File: config.mk
export PLATFORM = sky130hd
export DESIGN_NAME = counter_share_arbiter
export DESIGN_NICKNAME = d
export VERILOG_FILES = /design/src/rtl/counter_share_arbiter_pkg.sv /design/src/rtl/counter_share_arbiter_counter_core.sv /design/src/rtl/counter_share_arbiter.sv
export SDC_FILE = /design/constraint.sdc
export NUM_CORES = 1
export LEC_CHECK = 0
export CORE_MARGIN = 2
export CORE_UTILIZATION = 41
export CTS_BUF_LIST = sky130_fd_sc_hd__clkbuf_2
export CTS_CLUSTER_DIAMETER = 200
export DETAILED_ROUTE_END_ITERATION = 6
export PLACE_DENSITY = 0.87
export SETUP_SLACK_MARGIN = 0.2
export SLEW_MARGIN = 20
export SYNTH_ARGS = -nofsm -noshare
export SYNTH_HDL_FRONTEND = slang
export SYNTH_HIERARCHICAL = 1
export SYNTH_SLANG_ARGS = --single-unit
File: constraint.sdc
create_clock -name clk_i -period 1.9 [get_ports clk_i]
set_input_delay 0.38 -clock clk_i [delete_from_list [all_inputs] [get_ports clk_i]]
set_output_delay 0.38 -clock clk_i [all_outputs]
set_load 0.03 [all_outputs]
File: src/rtl/counter_share_arbiter_pkg.sv
// rtl/counter_share_arbiter_pkg.sv - shared state encodings and default sizes
package counter_share_arbiter_pkg;

  localparam int DEF_NUM_REQ = 4;
  localparam int DEF_WIDTH   = 4;

  typedef enum logic [1:0] {
    ST_IDLE  = 2'd0,
    ST_COUNT = 2'd1,
    ST_DONE  = 2'd2
  } state_e;

endpackage

File: src/rtl/counter_share_arbiter_counter_core.sv
// rtl/counter_share_arbiter_counter_core.sv - up-counter with sync clear and enable
module counter_core
  import counter_share_arbiter_pkg::*;
#(
  parameter int WIDTH = DEF_WIDTH
) (
  input  logic             clk_i,
  input  logic             rst_ni,
  input  logic             clr_i,
  input  logic             en_i,
  output logic [WIDTH-1:0] q_o
);

  logic [WIDTH-1:0] q_q, q_d;

  // Clear has priority over enable so a grant always starts the interval at zero
  always_comb begin
    q_d = q_q;
    if (clr_i) begin
      q_d = '0;
    end else if (en_i) begin
      q_d = q_q + 1'b1;
    end
  end

  // Counter register
  always_ff @(posedge clk_i or negedge rst_ni) begin
    if (!rst_ni) begin
      q_q <= '0;
    end else begin
      q_q <= q_d;
    end
  end

  assign q_o = q_q;

endmodule

File: src/rtl/counter_share_arbiter.sv
// rtl/counter_share_arbiter.sv - round-robin sharing of one counter among requesters
module counter_share_arbiter
  import counter_share_arbiter_pkg::*;
#(
  parameter int NUM_REQ = DEF_NUM_REQ,
  parameter int WIDTH   = DEF_WIDTH,
  localparam int IW     = (NUM_REQ > 1) ? $clog2(NUM_REQ) : 1
) (
  input  logic                     clk_i,
  input  logic                     rst_ni,
  input  logic [NUM_REQ-1:0]       req_i,
  input  logic [NUM_REQ*WIDTH-1:0] len_i,
  input  logic                     hold_i,
  output logic [NUM_REQ-1:0]       grant_o,
  output logic [NUM_REQ-1:0]       done_o,
  output logic                     busy_o,
  output logic [WIDTH-1:0]         q_o,
  output logic [IW-1:0]            active_id_o
);

  state_e               state_q, state_d;
  logic [IW-1:0]        ptr_q, ptr_d;
  logic [WIDTH-1:0]     target_q, target_d;
  logic [NUM_REQ-1:0]   grant_q, grant_d;

  logic                 win_found, hi_found;
  logic [IW-1:0]        win_idx, lo_idx, hi_idx;
  logic [NUM_REQ-1:0]   win_onehot;
  logic [WIDTH-1:0]     win_len;
  logic [IW-1:0]        owner, nxt_ptr;
  logic                 req_owner;
  logic                 cnt_clr, cnt_en;
  logic [WIDTH-1:0]     cnt_q;

  // Round-robin pick: lowest requester at or above ptr, else lowest overall (wrap)
  always_comb begin
    win_found = 1'b0;
    hi_found  = 1'b0;
    lo_idx    = '0;
    hi_idx    = '0;
    for (int i = NUM_REQ - 1; i >= 0; i--) begin
      if (req_i[i]) begin
        win_found = 1'b1;
        lo_idx    = IW'(i);
        if (IW'(i) >= ptr_q) begin
          hi_found = 1'b1;
          hi_idx   = IW'(i);
        end
      end
    end
    win_idx    = hi_found ? hi_idx : lo_idx;
    win_onehot = '0;
    win_len    = '0;
    for (int i = 0; i < NUM_REQ; i++) begin
      if (win_idx == IW'(i)) begin
        win_onehot[i] = 1'b1;
        win_len       = len_i[i*WIDTH +: WIDTH];
      end
    end
  end

  // Owner index from the one-hot grant; zero when nothing is granted
  always_comb begin
    owner = '0;
    for (int i = 0; i < NUM_REQ; i++) begin
      if (grant_q[i]) begin
        owner = IW'(i);
      end
    end
    req_owner = |(req_i & grant_q);
    nxt_ptr   = (owner == IW'(NUM_REQ - 1)) ? '0 : owner + 1'b1;
  end

  // FSM next state, counter control and grant bookkeeping; abort beats hold
  always_comb begin
    state_d  = state_q;
    ptr_d    = ptr_q;
    target_d = target_q;
    grant_d  = grant_q;
    cnt_clr  = 1'b0;
    cnt_en   = 1'b0;
    case (state_q)
      ST_IDLE: begin
        if (win_found) begin
          state_d  = ST_COUNT;
          target_d = win_len;
          grant_d  = win_onehot;
          cnt_clr  = 1'b1;
        end
      end
      ST_COUNT: begin
        if (!req_owner) begin
          state_d = ST_IDLE;
          grant_d = '0;
          ptr_d   = nxt_ptr;
          cnt_clr = 1'b1;
        end else if (hold_i) begin
          state_d = ST_COUNT;
        end else if (cnt_q == target_q) begin
          state_d = ST_DONE;
        end else begin
          cnt_en = 1'b1;
        end
      end
      ST_DONE: begin
        state_d = ST_IDLE;
        grant_d = '0;
        ptr_d   = nxt_ptr;
        cnt_clr = 1'b1;
      end
      default: begin
        state_d = ST_IDLE;
        grant_d = '0;
        cnt_clr = 1'b1;
      end
    endcase
  end

  // State, pointer, latched terminal count and grant registers
  always_ff @(posedge clk_i or negedge rst_ni) begin
    if (!rst_ni) begin
      state_q  <= ST_IDLE;
      ptr_q    <= '0;
      target_q <= '0;
      grant_q  <= '0;
    end else begin
      state_q  <= state_d;
      ptr_q    <= ptr_d;
      target_q <= target_d;
      grant_q  <= grant_d;
    end
  end

  counter_core #(
    .WIDTH(WIDTH)
  ) u_counter_core (
    .clk_i (clk_i),
    .rst_ni(rst_ni),
    .clr_i (cnt_clr),
    .en_i  (cnt_en),
    .q_o   (cnt_q)
  );

  assign grant_o     = grant_q;
  assign done_o      = (state_q == ST_DONE) ? grant_q : '0;
  assign busy_o      = (state_q != ST_IDLE);
  assign q_o         = cnt_q;
  assign active_id_o = owner;

endmodule

* Yosys cells after proc, flatten, opt, wreduce, memory -nomap -nowiden
Index checks and enable logic that the tools add are counted.
** Cells by class
- Add/subtract/negate cells :: 2
- $lt $le $gt $ge :: 4
- Equal/unequal tests :: 10
- Mux-type cells :: 57
- Bitwise logic cells :: 1
- Reduce and logical (&&, ||, !) cells :: 10
** Operator list (count)
- 2-to-1 mux 2 bit :: 21
- 2-to-1 mux 4 bit :: 9
- 2-to-1 mux 1 bit :: 23
- == test 2 bit (second input constant) :: 4
- case mux 2 bit (2 select lines) :: 2
- case mux 4 bit (2 select lines) :: 1
- AND reduction 2 bit :: 4
- nonzero test 2 bit :: 3
- adder 4 x 1 -> 4 bit (second input constant) :: 1
- bitwise AND 4 bit :: 1
- == test 2 x 1 -> 1 bit (second input constant) :: 2
- == test 4 bit :: 1
- >= comparator 1 x 2 -> 1 bit (first input constant) :: 2
- >= comparator 2 bit (first input constant) :: 2
- logical NOT 2 bit :: 2
- inequality test 2 bit (second input constant) :: 2
- inequality test 4 bit (second input constant) :: 1
- OR reduction 4 bit :: 1
- adder 2 x 1 -> 2 bit (second input constant) :: 1
- case mux 1 bit (2 select lines) :: 1
** Word-level totals
- Flip-flop bits (word level) :: 16
- Input port bits :: 23
- Output and inout port bits :: 15
- Logic and storage cells :: 89

* Logic depth before layout (Yosys ltp)
- Depth in word-level cells :: 15
- Depth in mapped cells :: 7
- Depth with buffers taken out :: 7

* Hierarchy
Netlist, hierarchy kept.
** Modules (own cells, without submodules)
- counter_share_arbiter :: instances 1, cells each 87, area an instance 820.8 sq um, sequential area each 300.3 sq um
- counter_core :: instances 1, cells each 16, area an instance 192.7 sq um, sequential area each 100.1 sq um

* Worst setup path after synthesis
No wires, ideal clock.
- Path type :: reg2reg
- Start :: register grant_q[3] (netlist: grant_o[3])
- End :: register u_counter_core.q_q[3] (netlist: u_counter_core/q_o[3])
- Library setup time :: 125 ps
- Arrival time :: 2173 ps
- Data required time :: 1775 ps
- Slack :: -398 ps
- Cell stages (with the launch flop) :: 7
- Path through :: dfrtp_1 a22oi_1 nand2_1 nand2_1 nor4_1 nand4_1 mux2_4
** Between the ends
- Longest elaborated chain between the ends :: 5
** RTL lines
- from (decl) :: line counter_share_arbiter.sv:24 : logic [NUM_REQ-1:0] grant_q, grant_d;
- from (signal assigned) :: line counter_share_arbiter.sv:130 : grant_q <= grant_d;
- bitwise AND 4 bit :: line counter_share_arbiter.sv:70 : req_owner = |(req_i & grant_q);
- OR reduction 4 bit :: line counter_share_arbiter.sv:70
- 2-to-1 mux 1 bit :: line counter_share_arbiter.sv:92 : if (!req_owner) begin
- 2-to-1 mux 1 bit :: line counter_share_arbiter.sv:82 : case (state_q)
- via cnt_en :: line counter_share_arbiter.sv:32 : logic cnt_clr, cnt_en;
- nonzero test 2 bit (no line)
- to (signal assigned) :: line counter_share_arbiter_counter_core.sv:31 : q_q <= q_d;
- to (decl) :: line counter_share_arbiter_counter_core.sv:14 : logic [WIDTH-1:0] q_q, q_d;
The timed path passes the listed nets, and every way through them passes these cells.
A chain may end at the register's enable or synchronous reset.

* Worst setup path after layout
- Start :: register ptr_q[1]
- End :: register grant_q[1] (netlist: grant_o[1])
** Between the ends
- Longest elaborated chain between the ends :: 14
** RTL lines
- from (decl) :: line counter_share_arbiter.sv:22 : logic [IW-1:0] ptr_q, ptr_d;
- from (signal assigned) :: line counter_share_arbiter.sv:128 : ptr_q <= ptr_d;
- >= comparator 2 bit :: line counter_share_arbiter.sv:45 : if (IW'(i) >= ptr_q) begin
- 2-to-1 mux 2 bit or 2-to-1 mux 1 bit (tied branches) :: line counter_share_arbiter.sv:45
- 2-to-1 mux 2 bit or 2-to-1 mux 1 bit (tied branches) :: line counter_share_arbiter.sv:42 : if (req_i[i]) begin
- 2-to-1 mux 2 bit or 2-to-1 mux 1 bit (tied branches) :: line counter_share_arbiter.sv:45
- 2-to-1 mux 2 bit or 2-to-1 mux 1 bit (tied branches) :: line counter_share_arbiter.sv:42
- 2-to-1 mux 2 bit or 2-to-1 mux 1 bit (tied branches) :: line counter_share_arbiter.sv:45
- 2-to-1 mux 2 bit or 2-to-1 mux 1 bit (tied branches) :: line counter_share_arbiter.sv:42
- 2-to-1 mux 2 bit or 2-to-1 mux 1 bit (tied branches) :: line counter_share_arbiter.sv:45
- 2-to-1 mux 2 bit or 2-to-1 mux 1 bit (tied branches) :: line counter_share_arbiter.sv:42
- 2-to-1 mux 2 bit (*) :: line counter_share_arbiter.sv:51 : win_idx = hi_found ? hi_idx : lo_idx;
- == test 2 x 1 -> 1 bit (*) :: line counter_share_arbiter.sv:55 : if (win_idx == IW'(i)) begin
- 2-to-1 mux 1 bit (*) :: line counter_share_arbiter.sv:55
- 2-to-1 mux 4 bit (*) :: line counter_share_arbiter.sv:84 : if (win_found) begin
- case mux 4 bit (2 select lines) (*) :: line counter_share_arbiter.sv:82
Mark *: on every way between the ends. The rest lies on a longest branch, timed or not. The select of a mux whose other input is x is not followed.

==> impl_metrics.ini <==
[power]
irDropWorstVdd_v = 0.0008080
comb_power_share_pct = 61.3
p_sw_share_pct = 45.35
p_per_area_mw_per_mm2 = 1176
p_switching_mw = 0.8877
p_leak_nw = 0.8003
p_total_mw = 1.958
intPower_mw = 1.070
p_clk_share_pct = 8.4
p_seq_share_pct = 30.3

[synthesis]
synth_common_cells = 16 x dfrtp_1, 11 x mux2i_1, 9 x nand2_1, 6 x inv_1, 6 x nor2_1
ys_top_cells_by_area = dfrtp_1 40%, mux2i_1 11%, o221ai_1 3.5%, xor2_1 3.5%, nand2_1 3.3%
ys_seq_elements = 16
async_reset_ff_share_pct = 100.0
synth_edf_count = 0
syn-cell-area_mm2 = 0.001013
yosysWarnings = 6
synth_ff_type = dfrtp_1
synth_top_area_cell = dfrtp_1
synthCells = 103
synth_cell_types = 36
syn_avg_cell_area_um2 = 9.840
synth.most_common_cell = dfrtp_1
synth_top_area_share_pct = 39.51
seq_area_frac_synth_pct = 39.51
syn-num-nets = 127

[detailed_routing]
drt-met1-wl_mm = 1.276
drt_wl_total_mm = 3.232
num_vias = 1051
drt_iter0_drc = 34
post_drt_wl_per_cell_um = 17.19
dr_wl_met3_um = 191
wl_met2_mm = 1.745
post-route-drc-count = 0
dr.pass1.iters = 4
antenna_left = 0
via_per_inst = 5.590
top_layer = met4

[worst_setup_path]
crit_arrival_ns = 1.95
r2r-start = ptr_q[1]
cp.required_ns = 2.15
path_cells = nor2b_4, o21a_1, or4_4, nor2b_2, a21o_1
ff2ff_setup_slack_ns = 0.20
slowest_stage = or4_4
cp-start-kind = flop
path_class = flop to flop
crit_path_start = ptr_q[1]
worstSetupEndpointType = flop
crit_path_max_fanout = 6
critPathMaxStageDelay_ns = 0.61

[floorplan]
initial_utilization_pct = 42.06
die_area_mm2 = 0.002886
num_rows = 18
pin_count = 38
chipHeight_um = 53.72
die_w_um = 53.72
core_area_mm2 = 0.002410

[clock_tree]
ctsHtreeMaxLevel = 1
cts_hold_buffers = 0
cts_tree = built
clockBufferDepth = 2
clk_latency_ns = 0.30
cts.clk_slew.worst_paths_ns = 0.17
root_buffer = clkbuf_2
cts_buffers = 3
clock-sinks = 16

[run_status]
status = completed

[grt]
grt_start_max_net_pins = 17
grt_pass1_vias = 1049
gr-usage-all-layers_pct = 23.35
grt_first_pass_wirelength_mm = 4.816
antenna_found_initial = 0
grt_overflow_total = 0

[timing]
tightest_slew_ns = 0.4339
fin_crit_ns = 1.703
max_clock_freq_mhz = 587.4
rsz0062_at_grt = true
clock_skew_ns = 0.001083
fin_hold_ws_ns = 0.3808
setup_violations = 0
hold_viol = 0
finalMaxSlewViolations = 0
finalCritPeriodShare_pct = 89.61
maxSlewHeadroom_pct = 71.03

[placed_design]
dpl.hpwl_mm = 2.168
gp_congestion = 0.9461
io_buffer_count = 37

[min_path]
hp-class = input pin to asynchronous set/reset pin

[final_layout]
area.growth.synth_to_final_pct = 64.20
diodes = 0
fin_nets = 183
drive_gt1_share_pct = 37.34

[job]
maxCapViolations = 0
==> stage by stage <==
step	TNS, ns	setup WS (ns)	util [%]	cell area [um^2]	std cells
floorplan	0	0.1219	-	1040	103
global placement	-2.237	-0.2542	63.08	1520	177
detailed placement	-3.033	-0.2905	63.08	1520	177
CTS	0	0.08251	65.73	1584	185
global route	0	0.1596	69.06	1664	188
finish	0	0.1975	69.06	1664	188
==> power by group through the flow <==
stage	combinational, mW	clock, mW	sequential, mW
floorplan	0.617	0	0.622
global placement	1.07	0	0.582
detailed placement	1.09	0	0.587
CTS	1.09	0.164	0.583
global route	1.29	0.188	0.607
finish	1.20	0.164	0.593
==> logic make-up (layout without fill, tap and decap cells) <==
group | Yosys count | after routing | synth area share (%)
multiplexers | 13 | 13 | 13.46
adder cells (fa/ha/maj) | 1 | 1 | 1.234
buffers and inverters | 8 | 63 | 3.210
XOR/XNOR | 5 | 5 | 4.321
AND/OR/NAND/NOR | 38 | 38 | 20.86
AO/OA/AOI/OAI | 22 | 22 | 17.41
flip-flops | 16 | 16 | 39.51
==> layout by cell type (no fill, tap or decap), types with 5 or more instances in the layout <==
cell / n
clkdlybuf4s50_1: 18
buf_4: 13
dlygate4sd2_1: 11
dfrtp_1: 10
mux2i_1: 9
nand2_1: 8
inv_1: 6
nor2_1: 6
dfrtp_2: 6
buf_6: 5
==> worst paths after layout <==
check | end | cells after the start
max | grant_o[1] | 5
min | u_counter_core/q_o[2] | 2
max reg2reg | grant_o[1] | 5
min reg2reg | grant_o[0] | 1
max in group asynchronous | state_q[0] | 2
min in group clk_i | grant_o[0] | 1
==> registers in the layout, indices dropped and copies added (netlist names) <==
signal,flops
grant_o,4
ptr_q,2
state_q,2
target_q,4
u_counter_core/q_o,4
==> worst max-delay path: cells and delay by family, from the launching register on <==
kind               cells  cell delay [ns]
AOI/OAI and AO/OA      2             0.31
DFF                    1             0.45
and+or+nand+nor        3             0.90
==> area by class of cell <==
| type | count | area (um^2) |
|---|---|---|
| Clock buffer | 3 | 15.01 |
| Clock inverter | 1 | 3.754 |
| Multi-Input combinational cell | 79 | 681.9 |
| Timing Repair Buffer | 53 | 495.5 |
| Inverter | 6 | 22.52 |
| Tap cell | 30 | 37.54 |
| Fill cell | 165 | 745.7 |
| Sequential cell | 16 | 407.9 |
==> routing by layer <==
metal  up-vias  GRT usage (%)
met5         -              0
met4         0          7.692
met3         2          3.333
met2        53          41.46
met1       513          28.70
li1        483              -
==> timing repair <==
action                     4_1_cts  5_1_grt
setup endpoints to repair       27       15
setup buffers                    4        3
resized for setup               28       24
pin swaps                        2        7
hold endpoints to repair         0        0
cloned                           0        0
Note: power is estimated with default switching activity, not from simulation.
